**config.mk**
```make
export PLATFORM = sky130hd
export DESIGN_NAME = vblank_mem_scheduler_flat
export DESIGN_NICKNAME = d
export VERILOG_FILES = /design/src/rtl/vblank_mem_scheduler_if.sv /design/src/rtl/vblank_mem_scheduler.sv /design/src/flat_wrapper.sv
export SDC_FILE = /design/constraint.sdc
export NUM_CORES = 1
export LEC_CHECK = 0
export ABC_AREA = 1
export BUFFER_PORTS_ARGS = -buffer_cell sky130_fd_sc_hd__buf_2
export CELL_PAD_IN_SITES_DETAIL_PLACEMENT = 0
export CELL_PAD_IN_SITES_GLOBAL_PLACEMENT = 2
export CORE_MARGIN = 2
export CORE_UTILIZATION = 30
export CTS_CLUSTER_DIAMETER = 50
export DETAILED_ROUTE_END_ITERATION = 6
export GPL_TIMING_DRIVEN = 0
export PLACE_DENSITY = 0.87
export RECOVER_POWER = 25
export SLEW_MARGIN = 30
export SYNTH_ARGS = -nofsm -noshare
export SYNTH_HDL_FRONTEND = slang
export SYNTH_SLANG_ARGS = --single-unit
```
**constraint.sdc**
```tcl
create_clock -name clk -period 2.7 [get_ports clk]
set_clock_uncertainty 0.1 [all_clocks]
set_input_delay 0.405 -clock clk [delete_from_list [all_inputs] [get_ports clk]]
set_output_delay 0.405 -clock clk [all_outputs]
set_load 0.005 [all_outputs]
```
**src/rtl/vblank_mem_scheduler_if.sv**
```systemverilog
// Raster position, request/done handshake and ownership status between the
// game-logic engines, VGA timing and the vertical-blanking memory scheduler.
interface vblank_mem_scheduler_if #(
  parameter int unsigned NUM_REQ = 4
);
  logic [9:0]         colPos;
  logic [9:0]         rowPos;
  logic [NUM_REQ-1:0] req;
  logic [NUM_REQ-1:0] done;
  logic [NUM_REQ-1:0] gnt;
  logic               mem_owner_game;
  logic               frame_tick;
  logic               abort;
  logic [15:0]        frame_count;

  // Timing generator and engines drive raster/requests, observe grants.
  modport master (
    output colPos, rowPos, req, done,
    input  gnt, mem_owner_game, frame_tick, abort, frame_count
  );

  // Scheduler side.
  modport slave (
    input  colPos, rowPos, req, done,
    output gnt, mem_owner_game, frame_tick, abort, frame_count
  );
endinterface

```
**src/rtl/vblank_mem_scheduler.sv**
```systemverilog
// Hands the shared object/tile memory to one game-logic engine at a time,
// round-robin, during vertical blanking; the renderer owns it otherwise.
module vblank_mem_scheduler #(
  parameter int unsigned NUM_REQ   = 4,
  parameter int unsigned V_ACTIVE  = 480,
  parameter int unsigned V_TOTAL   = 525,
  parameter int unsigned MAX_BURST = 64
) (
  input  logic                    clk,
  input  logic                    reset,
  vblank_mem_scheduler_if.slave   bus
);
  localparam int unsigned ROW_W = 10;
  localparam int unsigned IDX_W = (NUM_REQ > 1) ? $clog2(NUM_REQ) : 1;
  localparam int unsigned CNT_W = $clog2(MAX_BURST);
  localparam int unsigned FC_W  = 16;

  localparam logic [ROW_W-1:0] V_ACTIVE_ROW = ROW_W'(V_ACTIVE);
  localparam logic [ROW_W-1:0] LAST_ROW     = ROW_W'(V_TOTAL - 1);
  localparam logic [CNT_W-1:0] CNT_LAST     = CNT_W'(MAX_BURST - 1);
  localparam logic [IDX_W-1:0] IDX_LAST     = IDX_W'(NUM_REQ - 1);

  typedef enum logic [1:0] {
    S_RENDER = 2'd0,
    S_ARB    = 2'd1,
    S_GRANT  = 2'd2
  } state_e;

  state_e             state_q, state_d;
  logic               blank_c, blank_q, blank_rise_c;
  logic               grant_ok_c, release_c;
  logic               req_cur_c, done_cur_c;
  logic [IDX_W-1:0]   win_c;
  logic               win_valid_c;
  logic [NUM_REQ-1:0] gnt_q, gnt_d;
  logic               owner_q;
  logic               abort_q, abort_d;
  logic               tick_q;
  logic [FC_W-1:0]    frame_count_q;
  logic [CNT_W-1:0]   cnt_q, cnt_d;
  logic [IDX_W-1:0]   last_q, last_d;
  logic               unused_col_c;

  // Column position is not needed for row-granular scheduling.
  assign unused_col_c = ^bus.colPos;

  assign blank_c      = (bus.rowPos >= V_ACTIVE_ROW);
  assign blank_rise_c = blank_c & ~blank_q;
  // No new grant on the final line: it could not finish before active video.
  assign grant_ok_c   = (|bus.req) && (bus.rowPos != LAST_ROW);
  // Only the current owner's request/done bits matter.
  assign req_cur_c    = |(bus.req & gnt_q);
  assign done_cur_c   = |(bus.done & gnt_q);
  assign release_c    = done_cur_c | ~req_cur_c | (cnt_q == CNT_LAST);

  // Round-robin search starting just after the previous winner.
  always_comb begin
    int unsigned idx;
    idx         = 0;
    win_c       = last_q;
    win_valid_c = 1'b0;
    for (int unsigned i = 1; i <= NUM_REQ; i++) begin
      idx = int'(unsigned'(last_q)) + i;
      if (idx >= NUM_REQ) idx = idx - NUM_REQ;
      if (!win_valid_c && bus.req[IDX_W'(idx)]) begin
        win_c       = IDX_W'(idx);
        win_valid_c = 1'b1;
      end
    end
  end

  // State register.
  always_ff @(posedge clk or posedge reset) begin
    if (reset) state_q <= S_RENDER;
    else       state_q <= state_d;
  end

  // Next-state logic.
  always_comb begin
    state_d = state_q;
    case (state_q)
      S_RENDER: if (blank_rise_c) state_d = S_ARB;
      S_ARB: begin
        if (!blank_c)                       state_d = S_RENDER;
        else if (grant_ok_c && win_valid_c) state_d = S_GRANT;
      end
      S_GRANT: begin
        if (!blank_c)       state_d = S_RENDER;
        else if (release_c) state_d = S_ARB;
      end
      default: state_d = S_RENDER;
    endcase
  end

  // Grant, burst counter, abort and round-robin pointer next values.
  // The pointer moves at grant time; the owner cannot change until release,
  // so this is equivalent to recording the winner when it lets go.
  always_comb begin
    gnt_d   = '0;
    abort_d = 1'b0;
    cnt_d   = cnt_q;
    last_d  = last_q;
    case (state_q)
      S_ARB: begin
        if (blank_c && grant_ok_c && win_valid_c) begin
          gnt_d  = NUM_REQ'(1) << win_c;
          cnt_d  = '0;
          last_d = win_c;
        end
      end
      S_GRANT: begin
        if (!blank_c) begin
          abort_d = ~done_cur_c;
        end else if (!release_c) begin
          gnt_d = gnt_q;
          cnt_d = cnt_q + CNT_W'(1);
        end
      end
      default: ;
    endcase
  end

  // Registered outputs and datapath state.
  always_ff @(posedge clk or posedge reset) begin
    if (reset) begin
      blank_q       <= 1'b1;
      gnt_q         <= '0;
      owner_q       <= 1'b0;
      abort_q       <= 1'b0;
      tick_q        <= 1'b0;
      frame_count_q <= '0;
      cnt_q         <= '0;
      last_q        <= IDX_LAST;
    end else begin
      blank_q       <= blank_c;
      gnt_q         <= gnt_d;
      owner_q       <= |gnt_d;
      abort_q       <= abort_d;
      tick_q        <= blank_rise_c;
      frame_count_q <= frame_count_q + FC_W'(blank_rise_c);
      cnt_q         <= cnt_d;
      last_q        <= last_d;
    end
  end

  assign bus.gnt            = gnt_q;
  assign bus.mem_owner_game = owner_q;
  assign bus.frame_tick     = tick_q;
  assign bus.abort          = abort_q;
  assign bus.frame_count    = frame_count_q;
endmodule

```
**src/flat_wrapper.sv**
```systemverilog
// flat-port wrapper written by rule: the top's interface ports become plain ports
module vblank_mem_scheduler_flat 
#(
  parameter int unsigned NUM_REQ   = 4,
  parameter int unsigned V_ACTIVE  = 480,
  parameter int unsigned V_TOTAL   = 525,
  parameter int unsigned MAX_BURST = 64
)
  (clk, reset, bus_colPos, bus_rowPos, bus_req, bus_done, bus_gnt, bus_mem_owner_game, bus_frame_tick, bus_abort, bus_frame_count);
  vblank_mem_scheduler_if #(.NUM_REQ(NUM_REQ)) bus_i ();
  input  logic clk;
  input  logic reset;
  input wire logic [$bits(bus_i.colPos)-1:0] bus_colPos;
  input wire logic [$bits(bus_i.rowPos)-1:0] bus_rowPos;
  input wire logic [$bits(bus_i.req)-1:0] bus_req;
  input wire logic [$bits(bus_i.done)-1:0] bus_done;
  output wire logic [$bits(bus_i.gnt)-1:0] bus_gnt;
  output wire logic [$bits(bus_i.mem_owner_game)-1:0] bus_mem_owner_game;
  output wire logic [$bits(bus_i.frame_tick)-1:0] bus_frame_tick;
  output wire logic [$bits(bus_i.abort)-1:0] bus_abort;
  output wire logic [$bits(bus_i.frame_count)-1:0] bus_frame_count;
  assign bus_i.colPos = bus_colPos;
  assign bus_i.rowPos = bus_rowPos;
  assign bus_i.req = bus_req;
  assign bus_i.done = bus_done;
  assign bus_gnt = bus_i.gnt;
  assign bus_mem_owner_game = bus_i.mem_owner_game;
  assign bus_frame_tick = bus_i.frame_tick;
  assign bus_abort = bus_i.abort;
  assign bus_frame_count = bus_i.frame_count;
  vblank_mem_scheduler #(.NUM_REQ(NUM_REQ), .V_ACTIVE(V_ACTIVE), .V_TOTAL(V_TOTAL), .MAX_BURST(MAX_BURST)) u_core (.clk(clk), .reset(reset), .bus(bus_i));
endmodule
```
==> results by group, run 1 <==
Status
  • Status: finished, final reports clean

Setup path
  • Slowest cell delay on critical path: 230 ps
  • Critical Path End Type: flip-flop
  • R2R depth: 9
  • Critical path peak fanout: 7
  • CP Data Required Time: between 2000 and 3000 ps
  • CP bufs+invs: 3
  • Worst reg2reg path startpoint: u_core.blank_q
  • Critical Path, Cell by Cell: buf_2 -> nand2_1 -> inv_1 -> nand3_1 -> nand2_2 -> inv_1 -> nor2_1 -> ha_1 -> ha_1 -> nand3_1 -> nor2_1 -> nand4_1 -> nor2_1 -> nand3_1 -> xor2_1
  • CP Class: in2reg
  • Crit path launch type: input pin
  • RR Endpoint: u_core.bus.frame_count[12]
  • Top Family by Delay on Critical Path: simple AND/OR/NAND/NOR gates
  • FF-to-FF setup slack: roughly 630 ps
  • CP arrival: around 2400 ps
  • CP max stage cell: nor2_1

Synthesis
  • Post-Synth XOR/XNOR Area: 6.77%
  • Yosys warning count: 0
  • Mux contribution to synthesized area: 0%
  • Synth area leader: dfrtp_1
  • Post-synth net total: 267
  • Yosys cell types: 31
  • Synth Register Bits: 34
  • Post-Synth Adder-Cell Area: 4.51%
  • Yosys top cell area share: 40.0%
  • Synth area leaders: dfrtp_1, nand2_1, nand3_1
  • Mapped Cells: 230
  • Largest family of logic cells by synthesized area: simple AND/OR/NAND/NOR gates
  • Post-synthesis simple-gate area fraction: 32.0%
  • Share of the yosys chip area belonging to registers: 44.0%
  • Compound-Gate Fraction of Synth Area: under 10%
  • Mapped Area: 1940 um2
  • Post-Syn Area per Cell: 8.44 um2

Finish
  • Filler Cells Inserted: 682
  • N_diodes: 0
  • Commonest non-fill, non-tap cell in the layout: nand2_1
  • Seq. cell area: 855 um2
  • Synth-to-Final Area Change: 20.5%
  • Area of the multi-input gates: slightly below 1000 um2
  • Most frequent cells in the layout: nand2_1, buf_2, dfrtp_1, inv_1, nand3_1
  • Proportion of layout cells with a drive suffix above 1: 27.9%
  • Final Util: 37.0%
  • Fin nets: 316

Clock tree
  • # H-tree levels: 2
  • Clock Path Buffers: 2
  • CTS root buffer: clkbuf_8
  • Clock-pin slew on the worst setup and hold paths: 70 ps
  • CTS Sinks: 34
  • Clk_lat worst skew: approximately 280 ps
  • CTS resizes: 0
  • TritonCTS Buffers: 5
  • Hold buffers post-CTS: 0
  • # Post-CTS Setup Buffers: 0
  • TritonCTS clock tree: built

Global routing
  • First-pass GRT wire length: 6840 um
  • Largest net degree at the start of global routing: 35
  • Initial antenna violation count: 0
  • Gr ovfl total: 0
  • Gr usage total: 11.9%
  • Vias in the first global route: 1553

STA
  • Headroom to the max-slew limit: 14.5%
  • Worst slew pin tran: 1280 ps
  • Fin. max-slew vios: 0
  • Worst setup margin: ~400 ps
  • RSZ-0062 raised after global routing: no
  • Max Fclk: approximately 0.44 GHz
  • Minimum clock period: around 2300 ps
  • Final hold viol count: 0
  • Setup_tns: 0 ps
  • Final period util: a little under nine tenths
  • Setup-failing EPs final: 0

Die
  • Cell Rows: 29
  • Core Box Area: 6310 um2
  • Die area: 7130 um2
  • Initial Util: 30.7%
  • Die height: 84.4 um
  • DIE WIDTH: 84.4 um
  • Top-Level Pins: 53

Power
  • Max VDD drop: 0.460 mV
  • Pwr/cell area: 884 nW/um2
  • Leak: ~1.2 nW

Drt
  • Number of routed nets with antenna violations: 0
  • Starting DRT DRC Count: 56
  • Final wirelength: 3810 um
  • Mean routed wirelength per cell: 10.7 um
  • Via count: around 1.6k
  • Pre-antenna DRT Iters: 4
  • DRC viols: 0
  • Vias per inst: 4.51

Place
  • RD Place Congestion: 0.760
  • Place WS: 97.5 ps
  • Dpl hpwl: 3070 um
  • Number of buffers added on ports: 42

Worst hold path
  • Endpoint, Worst Hold: u_core.bus.abort
  • Hold path startpoint: bus_done[2]
  • Hold WC Path Type: in2reg
  • Hold path depth: 4

Flow run
  • Max-cap violations: 0
==> flip-flops by register name (all words and copies together), names as in the netlist <==
signal / flops
u_core.bus.frame_tick: 1
u_core.last_q: 2
u_core.bus.gnt: 4
u_core.bus.frame_count: 16
u_core.state_q: 2
u_core.blank_q: 1
u_core.bus.mem_owner_game: 1
u_core.cnt_q: 6
u_core.bus.abort: 1
==> worst min-delay path, delay by kind of cell <==
kind,cells,cell delay (ps)
buffers and inverters,1,70
and+or+nand+nor,3,160
==> worst max path at each step <==
stage | slack, ps | from | end | cells after the start
detailed placement | 100 | bus_rowPos[6] | u_core.bus.frame_count[12] | 15
global placement | 120 | bus_rowPos[6] | u_core.bus.frame_count[12] | 15
global route | 80 | bus_rowPos[6] | u_core.bus.frame_count[12] | 15
floorplan | 500 | bus_rowPos[6] | u_core.bus.frame_count[12] | 14
finish | 400 | bus_rowPos[6] | u_core.bus.frame_count[12] | 15
CTS | 390 | bus_rowPos[6] | u_core.bus.frame_count[12] | 15
==> area by class of cell <==
cell class                      instances  area share [%]
Timing Repair Buffer                   42            8.99
Clock inverter                          1           0.214
Inverter                               23            4.01
Clock buffer                            7            3.69
Buffer                                  1           0.482
Tap cell                               77            4.12
Sequential cell                        34            36.5
Multi-Input combinational cell        172            41.9
==> through the flow <==
stage	cell area (um2)	power [mW]	cells	hold slack, ps
floorplan	1940	1.49	230	364
global placement	2250	1.71	349	356
detailed placement	2250	1.72	349	374
CTS	2340	2.11	357	168
global route	2340	2.28	357	311
finish	2340	2.07	357	286
==> cells in the mapped netlist, drive strengths merged <==
master and count:
buf 1, nand2 75, o21bai 1, inv 23, ha 7, xnor2 6, o31ai 3, nand3 20
o21ai 10, xor2 9, dfrtp 31, nor2 18, nor4 1, nor3b 1, and2 2, nand3b 1
dfstp 3, nand4 3, a21oi 7, o21a 3, nor3 5
==> power by group <==
group,total (mW),internal (mW),switching [mW]
registers,0.734,0.633,0.101
logic,0.955,0.374,0.581
clock network,0.378,0.205,0.173
total,2.07,1.21,0.855
==> metal layers <==
layer | up-vias | GRT usage [%] | share of wire [%]
li1 | 839 | - | -
met1 | 740 | 14.7 | 46
met2 | 26 | 20.3 | 48
met3 | 5 | 3.24 | 4.3
met4 | 0 | 3.46 | 1.5
met5 | - | 0 | 0
==> kinds of logic after synthesis <==
| group | after synthesis |
|---|---|
| flip-flops | 34 |
| buffers and inverters | 24 |
| adder cells (fa/ha/maj) | 7 |
| AO/OA/AOI/OAI | 24 |
| XOR/XNOR | 15 |
| AND/OR/NAND/NOR | 126 |
No activity file was read; power rests on OpenSTA's default activity.
==> run 2: changes to the inputs <==
CAP_MARGIN = 30   (was default)
CORE_MARGIN = 4   (was 2)
PLACE_DENSITY = 0.77   (was 0.87)
==> run 2 against run 1 <==
Register-to-register slack lost 70 ps. Die area grew 9.7%. Flip-flop and latch count unchanged. Via count about the same.
==> results by group, run 2 (synthesized netlist as in run 1, its figures left out) <==
Worst hold path
  • Hold WC Path Type: in2reg

Global routing
  • First-pass GRT wire length: 7160 um
  • Vias in the first global route: between 1.5k and 2k
  • Largest net degree at the start of global routing: 35
  • Gr usage total: a little under an eighth
  • Gr ovfl total: 0
  • Initial antenna violation count: 0

Drt
  • Vias per inst: ~4.5
  • Mean routed wirelength per cell: around 11 um
  • Pre-antenna DRT Iters: 4
  • Final wirelength: around 4100 um
  • DRC viols: 0
  • Number of routed nets with antenna violations: 0
  • Starting DRT DRC Count: 53
  • Via count: 1609

Die
  • Cell Rows: 29
  • Die height: 88.4 um
  • Top-Level Pins: 53
  • Die area: 7820 um2
  • Core Box Area: 6310 um2
  • DIE WIDTH: slightly below 90 um
  • Initial Util: a little under a third

Setup path
  • CP Class: in2reg
  • CP arrival: 2430 ps
  • FF-to-FF setup slack: 560 ps
  • Crit path launch type: input pin
  • Critical path peak fanout: 7
  • CP Data Required Time: approximately 2800 ps
  • Critical Path End Type: flip-flop

Place
  • Number of buffers added on ports: 42
  • Dpl hpwl: 3280 um
  • RD Place Congestion: around 0.73
  • Placed cells: 349

Finish
  • N_diodes: 0
  • Final Util: 36.9%
  • Most frequent cells in the layout: nand2_1, buf_2, dfrtp_1, inv_1, nand3_1
  • Fin nets: about 320
  • Proportion of layout cells with a drive suffix above 1: 27.5%
  • Finished Layout Cells: 357
  • Commonest non-fill, non-tap cell in the layout: nand2_1
  • Synth-to-Final Area Change: 20.1%
  • Max reg flops: 16

Power
  • Pwr/cell area: 887 nW/um2
  • Max VDD drop: 0.540 mV
  • Leak: 1.21 nW

STA
  • Setup-failing EPs final: 0
  • Setup_tns: 0 ps
  • Fin. max-slew vios: 0
  • Final hold viol count: 0
  • Headroom to the max-slew limit: 14.8%
  • Minimum clock period: 2360 ps
  • Max Fclk: 0.423 GHz
  • Worst slew pin tran: 1280 ps
  • RSZ-0062 raised after global routing: no
  • Final period util: 87.5%

Clock tree
  • # Post-CTS Setup Buffers: 0
  • Clk_lat worst skew: 280 ps
  • Clock Path Buffers: 2
  • CTS root buffer: clkbuf_8
  • Hold buffers post-CTS: 0
  • Clock-pin slew on the worst setup and hold paths: about 70 ps
  • TritonCTS Buffers: 5
  • CTS Sinks: 34
  • TritonCTS clock tree: built
  • # H-tree levels: 2
  • CTS resizes: 0

Flow run
  • Max-cap violations: 0

Status
  • Status: finished, final reports clean
-- run 2: cell types whose count changed in the layout (fill, tap and decap cells not counted) --
cell,previous run,this run
clkbuf_1,1,2
clkbuf_8,6,5
clkinv_2,1,0
clkinvlp_4,0,1
-- run 2: layout make-up --
| class | count | area [um2] |
|---|---|---|
| buffer | 1 | 11.3 |
| tap | 77 | 96.3 |
| clock buffer | 7 | 76.3 |
| multi-input combinational | 172 | 981 |
| inverter | 23 | 93.8 |
| sequential | 34 | 855 |
| fill | 694 | 3980 |
| clock inverter | 1 | 7.51 |
| timing repair buffer | 42 | 210 |
-- run 2: final timing paths --
| path | cells after the start | startpoint | to |
|---|---|---|---|
| worst max-delay path | 15 | bus_rowPos[6] | u_core.bus.frame_count[14] |
| worst min-delay path | 4 | bus_done[2] | u_core.bus.abort |
| worst max register to register | 9 | u_core.blank_q | u_core.bus.frame_count[14] |
| worst min register to register | 1 | u_core.bus.frame_count[15] | u_core.bus.frame_count[15] |
| max in group asynchronous | 2 | reset | u_core.cnt_q[3] |
| min in group asynchronous | 2 | reset | u_core.bus.frame_count[4] |
-- run 2: worst max-delay path: stages --
cell,delay (ps)
buf_2,90
nand2_1,50
inv_1,40
nand3_1,70
nand2_2,140
inv_1,70
nor2_1,200
ha_1,220
ha_1,180
nand3_1,110
nor2_1,160
nand4_1,150
nor2_1,250
nand3_1,130
xnor2_1,150
-- run 2: where the power goes --
part / internal (mW) / switching, mW / total [mW]
clock network: 0.182 / 0.179 / 0.361
registers: 0.633 / 0.104 / 0.737
logic: 0.374 / 0.596 / 0.970
-- run 2: per-stage QoR --
stage                     power [mW]  hold WS (ps)  setup slack (ps)  cell area (um2)
final                           2.07           312               338             2330
after global routing            2.27           325              86.3             2330
after CTS                       2.11           155               315             2330
after detailed placement        1.74           359              20.9             2250
after global placement          1.74           355              20.5             2250
after floorplan                 1.49           364               498             1940
-- run 2: routing by layer --
layer / vias up / wire length [um] / track usage, %
li1: 836 / - / -
met1: 741 / 1870 / 14.6
met2: 27 / 1980 / 19.4
met3: 5 / 169 / 2.98
met4: 0 / 74 / 4.53
met5: - / 0 / 0
